`config.mk`:
```
export PLATFORM = sky130hd
export DESIGN_NAME = alu_arbiter_flat
export DESIGN_NICKNAME = d
export VERILOG_FILES = /design/src/rtl/alu_arbiter_if.sv /design/src/rtl/alu_arbiter.sv /design/src/flat_wrapper.sv
export SDC_FILE = /design/constraint.sdc
export NUM_CORES = 1
export LEC_CHECK = 0
export ABC_AREA = 1
export CORE_AREA = 10 10 146 148
export CTS_CLUSTER_DIAMETER = 150
export DETAILED_ROUTE_END_ITERATION = 10
export DIE_AREA = 0 0 156 158
export GPL_ROUTABILITY_DRIVEN = 1
export GPL_TIMING_DRIVEN = 0
export PLACE_DENSITY = 0.66
export SLEW_MARGIN = 20
export SYNTH_ARGS = -nofsm -noshare
export SYNTH_HDL_FRONTEND = slang
export SYNTH_SLANG_ARGS = --single-unit
```
`constraint.sdc`:
```
create_clock -name clk -period 1.45 [get_ports clk]
set_input_delay 0.435 -clock clk [delete_from_list [all_inputs] [get_ports clk]]
set_output_delay 0.435 -clock clk [all_outputs]
set_load 0.01 [all_outputs]
```
`src/rtl/alu_arbiter_if.sv`:
```
// rtl/alu_arbiter_if.sv - request, ALU and response signals of the shared-ALU arbiter
interface alu_arbiter_if #(
  parameter int WORD_WIDTH = 32
);
  logic                  r0_valid;
  logic                  r0_ready;
  logic [WORD_WIDTH-1:0] r0_a;
  logic [WORD_WIDTH-1:0] r0_b;
  logic [4:0]            r0_sa;
  logic [4:0]            r0_opcode;

  logic                  r1_valid;
  logic                  r1_ready;
  logic [WORD_WIDTH-1:0] r1_a;
  logic [WORD_WIDTH-1:0] r1_b;
  logic [4:0]            r1_sa;
  logic [4:0]            r1_opcode;

  logic [WORD_WIDTH-1:0] alu_a;
  logic [WORD_WIDTH-1:0] alu_b;
  logic [4:0]            alu_sa;
  logic [4:0]            alu_opcode;
  logic [WORD_WIDTH-1:0] alu_resultado;
  logic                  alu_zero;

  logic                  rsp_valid;
  logic                  rsp_ready;
  logic                  rsp_id;
  logic [WORD_WIDTH-1:0] rsp_resultado;
  logic                  rsp_zero;

  modport slave (
    input  r0_valid, r0_a, r0_b, r0_sa, r0_opcode,
    input  r1_valid, r1_a, r1_b, r1_sa, r1_opcode,
    input  alu_resultado, alu_zero, rsp_ready,
    output r0_ready, r1_ready,
    output alu_a, alu_b, alu_sa, alu_opcode,
    output rsp_valid, rsp_id, rsp_resultado, rsp_zero
  );

  modport master (
    output r0_valid, r0_a, r0_b, r0_sa, r0_opcode,
    output r1_valid, r1_a, r1_b, r1_sa, r1_opcode,
    output alu_resultado, alu_zero, rsp_ready,
    input  r0_ready, r1_ready,
    input  alu_a, alu_b, alu_sa, alu_opcode,
    input  rsp_valid, rsp_id, rsp_resultado, rsp_zero
  );
endinterface

```
`src/rtl/alu_arbiter.sv`:
```
// rtl/alu_arbiter.sv - two-port arbiter sharing one combinational ALU with tagged responses
module alu_arbiter #(
  parameter int WORD_WIDTH   = 32,
  parameter int STARVE_LIMIT = 4
) (
  input  logic         clk,
  input  logic         reset,
  alu_arbiter_if.slave bus
);

  typedef enum logic [1:0] {
    IDLE = 2'd0,
    EXEC = 2'd1,
    RESP = 2'd2
  } state_t;

  localparam logic [3:0] LP_LIMIT = 4'(STARVE_LIMIT);

  state_t                r_state;
  state_t                w_next_state;
  logic [3:0]            r_starve_cnt;
  logic                  r_pend_id;
  logic [WORD_WIDTH-1:0] r_alu_a;
  logic [WORD_WIDTH-1:0] r_alu_b;
  logic [4:0]            r_alu_sa;
  logic [4:0]            r_alu_opcode;
  logic                  r_rsp_valid;
  logic                  r_rsp_id;
  logic [WORD_WIDTH-1:0] r_rsp_resultado;
  logic                  r_rsp_zero;
  logic                  w_grant0;
  logic                  w_grant1;
  logic                  w_starved;

  assign w_starved = (r_starve_cnt == LP_LIMIT);

  // Grant selection (IDLE only, suppressed while reset is low) and next-state logic
  always_comb begin
    w_next_state = r_state;
    w_grant0     = 1'b0;
    w_grant1     = 1'b0;
    unique case (r_state)
      IDLE: begin
        if (reset) begin
          if (bus.r1_valid && (!bus.r0_valid || w_starved)) begin
            w_grant1 = 1'b1;
          end else if (bus.r0_valid) begin
            w_grant0 = 1'b1;
          end
        end
        if (w_grant0 || w_grant1) begin
          w_next_state = EXEC;
        end
      end
      EXEC: w_next_state = RESP;
      RESP: begin
        if (r_rsp_valid && bus.rsp_ready) begin
          w_next_state = IDLE;
        end
      end
      default: w_next_state = IDLE;
    endcase
  end

  // State register
  always_ff @(posedge clk) begin
    if (!reset) begin
      r_state <= IDLE;
    end else begin
      r_state <= w_next_state;
    end
  end

  // Starvation counter: port-0 wins while port 1 waits, saturating; port-1 win clears it
  always_ff @(posedge clk) begin
    if (!reset) begin
      r_starve_cnt <= 4'd0;
    end else if (w_grant1) begin
      r_starve_cnt <= 4'd0;
    end else if (w_grant0 && bus.r1_valid && (r_starve_cnt < LP_LIMIT)) begin
      r_starve_cnt <= r_starve_cnt + 4'd1;
    end
  end

  // Operand load on grant, result capture after the EXEC cycle, response handshake
  always_ff @(posedge clk) begin
    if (!reset) begin
      r_alu_a         <= '0;
      r_alu_b         <= '0;
      r_alu_sa        <= '0;
      r_alu_opcode    <= '0;
      r_pend_id       <= 1'b0;
      r_rsp_valid     <= 1'b0;
      r_rsp_id        <= 1'b0;
      r_rsp_resultado <= '0;
      r_rsp_zero      <= 1'b0;
    end else begin
      if (w_grant0) begin
        r_alu_a      <= bus.r0_a;
        r_alu_b      <= bus.r0_b;
        r_alu_sa     <= bus.r0_sa;
        r_alu_opcode <= bus.r0_opcode;
        r_pend_id    <= 1'b0;
      end else if (w_grant1) begin
        r_alu_a      <= bus.r1_a;
        r_alu_b      <= bus.r1_b;
        r_alu_sa     <= bus.r1_sa;
        r_alu_opcode <= bus.r1_opcode;
        r_pend_id    <= 1'b1;
      end
      if (r_state == EXEC) begin
        r_rsp_resultado <= bus.alu_resultado;
        r_rsp_zero      <= bus.alu_zero;
        r_rsp_id        <= r_pend_id;
        r_rsp_valid     <= 1'b1;
      end else if ((r_state == RESP) && bus.rsp_ready) begin
        r_rsp_valid <= 1'b0;
      end
    end
  end

  assign bus.r0_ready      = w_grant0;
  assign bus.r1_ready      = w_grant1;
  assign bus.alu_a         = r_alu_a;
  assign bus.alu_b         = r_alu_b;
  assign bus.alu_sa        = r_alu_sa;
  assign bus.alu_opcode    = r_alu_opcode;
  assign bus.rsp_valid     = r_rsp_valid;
  assign bus.rsp_id        = r_rsp_id;
  assign bus.rsp_resultado = r_rsp_resultado;
  assign bus.rsp_zero      = r_rsp_zero;

endmodule

```
`src/flat_wrapper.sv`:
```
// flat-port wrapper written by rule: the top's interface ports become plain ports
module alu_arbiter_flat 
#(
  parameter int WORD_WIDTH   = 32,
  parameter int STARVE_LIMIT = 4
)
  (clk, reset, bus_r0_valid, bus_r0_a, bus_r0_b, bus_r0_sa, bus_r0_opcode, bus_r1_valid, bus_r1_a, bus_r1_b, bus_r1_sa, bus_r1_opcode, bus_alu_resultado, bus_alu_zero, bus_rsp_ready, bus_r0_ready, bus_r1_ready, bus_alu_a, bus_alu_b, bus_alu_sa, bus_alu_opcode, bus_rsp_valid, bus_rsp_id, bus_rsp_resultado, bus_rsp_zero);
  alu_arbiter_if #(.WORD_WIDTH(WORD_WIDTH)) bus_i ();
  input  logic clk;
  input  logic reset;
  input wire logic [$bits(bus_i.r0_valid)-1:0] bus_r0_valid;
  input wire logic [$bits(bus_i.r0_a)-1:0] bus_r0_a;
  input wire logic [$bits(bus_i.r0_b)-1:0] bus_r0_b;
  input wire logic [$bits(bus_i.r0_sa)-1:0] bus_r0_sa;
  input wire logic [$bits(bus_i.r0_opcode)-1:0] bus_r0_opcode;
  input wire logic [$bits(bus_i.r1_valid)-1:0] bus_r1_valid;
  input wire logic [$bits(bus_i.r1_a)-1:0] bus_r1_a;
  input wire logic [$bits(bus_i.r1_b)-1:0] bus_r1_b;
  input wire logic [$bits(bus_i.r1_sa)-1:0] bus_r1_sa;
  input wire logic [$bits(bus_i.r1_opcode)-1:0] bus_r1_opcode;
  input wire logic [$bits(bus_i.alu_resultado)-1:0] bus_alu_resultado;
  input wire logic [$bits(bus_i.alu_zero)-1:0] bus_alu_zero;
  input wire logic [$bits(bus_i.rsp_ready)-1:0] bus_rsp_ready;
  output wire logic [$bits(bus_i.r0_ready)-1:0] bus_r0_ready;
  output wire logic [$bits(bus_i.r1_ready)-1:0] bus_r1_ready;
  output wire logic [$bits(bus_i.alu_a)-1:0] bus_alu_a;
  output wire logic [$bits(bus_i.alu_b)-1:0] bus_alu_b;
  output wire logic [$bits(bus_i.alu_sa)-1:0] bus_alu_sa;
  output wire logic [$bits(bus_i.alu_opcode)-1:0] bus_alu_opcode;
  output wire logic [$bits(bus_i.rsp_valid)-1:0] bus_rsp_valid;
  output wire logic [$bits(bus_i.rsp_id)-1:0] bus_rsp_id;
  output wire logic [$bits(bus_i.rsp_resultado)-1:0] bus_rsp_resultado;
  output wire logic [$bits(bus_i.rsp_zero)-1:0] bus_rsp_zero;
  assign bus_i.r0_valid = bus_r0_valid;
  assign bus_i.r0_a = bus_r0_a;
  assign bus_i.r0_b = bus_r0_b;
  assign bus_i.r0_sa = bus_r0_sa;
  assign bus_i.r0_opcode = bus_r0_opcode;
  assign bus_i.r1_valid = bus_r1_valid;
  assign bus_i.r1_a = bus_r1_a;
  assign bus_i.r1_b = bus_r1_b;
  assign bus_i.r1_sa = bus_r1_sa;
  assign bus_i.r1_opcode = bus_r1_opcode;
  assign bus_i.alu_resultado = bus_alu_resultado;
  assign bus_i.alu_zero = bus_alu_zero;
  assign bus_i.rsp_ready = bus_rsp_ready;
  assign bus_r0_ready = bus_i.r0_ready;
  assign bus_r1_ready = bus_i.r1_ready;
  assign bus_alu_a = bus_i.alu_a;
  assign bus_alu_b = bus_i.alu_b;
  assign bus_alu_sa = bus_i.alu_sa;
  assign bus_alu_opcode = bus_i.alu_opcode;
  assign bus_rsp_valid = bus_i.rsp_valid;
  assign bus_rsp_id = bus_i.rsp_id;
  assign bus_rsp_resultado = bus_i.rsp_resultado;
  assign bus_rsp_zero = bus_i.rsp_zero;
  alu_arbiter #(.WORD_WIDTH(WORD_WIDTH), .STARVE_LIMIT(STARVE_LIMIT)) u_core (.clk(clk), .reset(reset), .bus(bus_i));
endmodule
```
[Word-level counts from Yosys, hierarchy flattened]
Cells that the tools add are included.
Storage, ports and cells
  bits in registers: 116
  input bits: 186
  output and inout bits: 111
  logic and storage cells: 55
Cells by class
  $add $sub $neg: 1
  magnitude comparators: 1
  equality and inequality tests: 5
  multiplexer cells: 22
  bitwise operators: 1
  reductions and logical operators: 14
Operators by type and width (number)
  $mux W32: 4
  $mux W5: 4
  $mux W1: 11
  $pmux W2 S3: 1
  $logic_and A1 B1 Y1: 5
  $add A4 B1 Y4 const B: 1
  $eq A4 B3 Y1 const B: 1
  $lt A4 B3 Y1 const B: 1
  $mux W2: 2
  $ne A2 B1 Y1 const B: 2
  $reduce_bool A2 Y1: 2
  $reduce_or A2 Y1: 2
  $eq A2 B1 Y1 const B: 1
  $eq A2 B2 Y1 const B: 1
  $logic_not A2 Y1: 1
  $logic_or A1 B1 Y1: 2
  $reduce_and A2 Y1: 1
  $logic_not A1 Y1: 1
  $not A1 Y1: 1

[Depth between registers and ports, before layout]
  word-level depth: 9
  mapped depth: 10

[Least setup slack after synthesis]
OpenSTA, ideal clock, no wires.
  kind: register -> output
  start: reg u_core.r_starve_cnt[0]
  end: out bus_r0_ready
  arrival time: 1.024 ns
  required time: 1.015 ns
  path slack: -0.009 ns
  stages on the path, launching flop included: 7
  path through: dfxtp_1 inv_1 ha_1 nand2_1 nor2_1 nor2_2 buf_2
On the way
  longest elaborated chain between the ends: 7
RTL lines
  from (decl): line alu_arbiter.sv:21  | logic [3:0] r_starve_cnt;
  from (signal assigned): line alu_arbiter.sv:81  | r_starve_cnt <= r_starve_cnt + 4'd1;
  $eq A4 B3 Y1: line alu_arbiter.sv:35  | assign w_starved = (r_starve_cnt == LP_LIMIT);
  $logic_or A1 B1 Y1: line alu_arbiter.sv:45  | if (bus.r1_valid && (!bus.r0_valid || w_starved)) begin
  $logic_and A1 B1 Y1: line alu_arbiter.sv:45
  $mux W1: line alu_arbiter.sv:45
  $mux W1: line alu_arbiter.sv:44  | if (reset) begin
  $mux W1 (2 in series): line alu_arbiter.sv:42  | unique case (r_state)
  to (decl): line flat_wrapper.sv:24  | output wire logic [$bits(bus_i.r0_ready)-1:0] bus_r0_ready;
No other way between the ends. The select of a mux whose other input is x is not followed.

[Final worst setup path]
Same ends and word-level chain as after synthesis.

==> impl_metrics.yaml <==
layout:
  drive_above_1_share_pct: 25.02
  final_common_cell: "clkdlybuf4s50_1"
  area_growth_syn_to_layout_pct: 78.33
  final_cell_mix: "182 x clkdlybuf4s50_1, 148 x nand2_1, 105 x dfxtp_1, 78 x inv_1, 72 x nor2_1"
  num-nets-final: 1290
min_path:
  hold_class: "input port to register"
setup_path:
  cp_max_fo: 2
  endpoint_kind: "output pin"
  path_class: "register to output pin"
  path_delay_family: "flip-flops"
  arrival_ns: 1.39
  slowest_delay_ns: 0.32
  startpoint_type: "register"
  cp_slowest_cell: "dfxtp_2"
  cp_cell_sequence: "inv_2 -> ha_4 -> nand2_4 -> nor2_4 -> nor2_4 -> buf_6 -> buf_6"
  cp.required_ns: 1.02
  path_buf_inv: 3
placed_design:
  dp_slack_ns: -1.094
  port_buffers: 295
  hpwlAfterDp_mm: 16.90
  gp_congestion: 0.8092
sta:
  setup_viol: 76
  min_period_over_period_pct: 125.7
  setup_tns_ns: -7.418
  rsz0062_at_grt: "true"
  slew_headroom_pct: 51.14
  hold_slack_ns: 0.3501
  period_needed_ns: 1.823
  fmax_mhz: 548.6
  hold_viol_final: 0
  skew_ns: 0.008498
  worstMarginPinSlew_ns: 0.7329
  fin_ws_ns: -0.3729
  slew_violations: 0
yosys:
  synth_warnings: 0
  synth_area_per_cell_um2: 7.108
  ys_seq_elements: 116
  synth_area_mm2: 0.005416
  synth.distinct_cells: 24
  syn-num-nets: 950
  ys_seq_area_share_pct: 42.87
  synthCells: 762
cts:
  cts.sink_count: 116
  cts_max_level: 4
  hold_buffers: 0
  cts_tree: "done"
  clockBufferDepth: 2
  cts_made_buffers: 17
  cts_root_buf: "clkbuf_16"
  path_clk_slew_ns: 0.06
  clock_latency_ns: 0.42
run_status:
  failed_checks: "negative setup slack"
  outcome: "complete, but fails checks"
pwr:
  powerDensity_mw_per_mm2: 1019
  vdd_drop_max_uv: 791.3
  cellLeakagePower_uw: 0.004206
  total_power_uw: 9840
routing:
  ant_nets: 0
  drt_iter0_drc: 253
  routed_wirelength_mm: 23.22
  via_count: 6202
  wl_per_cell_um: 17.19
  drc: 0
  routed_via_density: 4.591
  dr.pass1.iters: 4
global_routing:
  grt_antenna_before_repair: 2
  track_usage_pct: 17.87
  grt_max_degree: 17
  overflow: 0
  grt_pass1_vias: 6113
  grt_pass1_wl_mm: 34.69
job:
  cap_violations: 0
floorplan:
  die-width_um: 156
  rows: 50
  die_h_um: 158
  pin_count: 297
  die_area_mm2: 0.02465
  initial_core_util_pct: 29.35
  core_area_mm2: 0.01846
-- what timing repair did --
item                                    4_1_cts  5_1_grt
buffers inserted                             16        6
resized for setup                           385      145
pin swaps                                    79       55
cloned                                        7        2
endpoints found under the setup margin      218      190
-- synth_stat cells --
library cell	count	area share [%]
a21oi_1	78	7.2
buf_1	2	0.14
buf_2	19	1.8
buf_4	14	1.9
buf_6	3	0.62
clkbuf_1	20	1.4
clkinv_1	1	0.069
dfxtp_1	116	43
ha_1	2	0.46
inv_1	81	5.6
inv_2	2	0.14
nand2_1	155	11
nand3_1	76	7.0
nand3_2	1	0.18
nor2_1	75	5.2
nor2_2	1	0.12
nor2_4	1	0.21
nor3_2	1	0.18
o21ai_0	36	3.3
o21ai_2	1	0.16
o21bai_1	74	10
o22ai_1	1	0.12
or2_2	1	0.12
xor2_1	1	0.16
-- worst paths after layout --
kind / startpoint / to / slack (ns) / depth (start not counted)
max: u_core.r_starve_cnt[0]$_SDFFE_PP0P_ / bus_r0_ready / -0.37 / 7
min: reset / u_core.bus.rsp_zero$_SDFFE_PN0P_ / 0.35 / 3
max reg2reg: u_core.r_starve_cnt[1]$_SDFFE_PP0P_ / u_core.bus.alu_a[0]$_SDFFE_PN0P_ / -0.21 / 11
min reg2reg: u_core.r_starve_cnt[3]$_SDFFE_PP0P_ / u_core.r_starve_cnt[3]$_SDFFE_PP0P_ / 0.45 / 2
-- cell type report --
class,count,area (um^2)
Buffer,56,467.9
Clock buffer,20,446.7
Timing Repair Buffer,323,2954
Inverter,84,317.8
Multi-Input combinational cell,504,2729
Clock inverter,12,107.6
Fill cell,1838,8796
Tap cell,234,292.8
Sequential cell,116,2338
Antenna cell,2,5.005
-- sequential cells by signal (all words and copies together), names as in the netlist --
name	flops
u_core.bus.rsp_resultado	32
u_core.bus.rsp_id	1
u_core.bus.alu_b	32
u_core.bus.alu_a	32
u_core.r_pend_id	1
u_core.bus.alu_sa	5
u_core.bus.rsp_zero	1
u_core.r_starve_cnt	4
u_core.r_state	2
u_core.bus.alu_opcode	5
u_core.bus.rsp_valid	1
-- kinds of logic (layout without fill, tap and decap cells) --
| logic type | after synthesis | after routing | synth area share (%) |
|---|---|---|---|
| flops | 116 | 116 | 42.87 |
| other cells | 0 | 2 | 0 |
| buf+inv | 142 | 495 | 11.67 |
| compound gates | 190 | 190 | 21.07 |
| xor+xnor | 1 | 1 | 0.1617 |
| fa+ha+maj | 2 | 2 | 0.4619 |
| simple gates | 311 | 311 | 23.77 |
-- stage by stage --
stage	instances	cell area, um^2	util (%)
after floorplan	762	5419	-
after global placement	1291	8665	46.95
after detailed placement	1291	8665	46.95
after CTS	1344	9813	53.17
after global routing	1349	9654	52.31
final	1351	9659	52.34
-- worst reg2reg max path, stage by stage, from the launching register on --
cell and delay (ns):
dfxtp_2 0.35, inv_2 0.05, ha_4 0.15, nand2_4 0.07
nor2_4 0.04, buf_4 0.15, buf_12 0.16, buf_4 0.15
buf_8 0.12, o21bai_1 0.14, nand3_1 0.08, a21oi_1 0.13
-- layer usage --
metal  vias to the layer above  global-route usage, %  part of all wire, %
li1                       3130                      -                    -
met1                      2806                  20.16                   41
met2                       242                  28.63                   47
met3                        24                  9.335                   11
met4                         0                  5.621                  1.8
met5                         -                      0                    0
-- power by group --
part           switching [uW]  total (uW)  internal, uW
combinational            1100        2260          1160
clock                    1560        3960          2400
sequential                144        3620          3470
total                    2810        9840          7030
(Power assumes the default switching activity.)
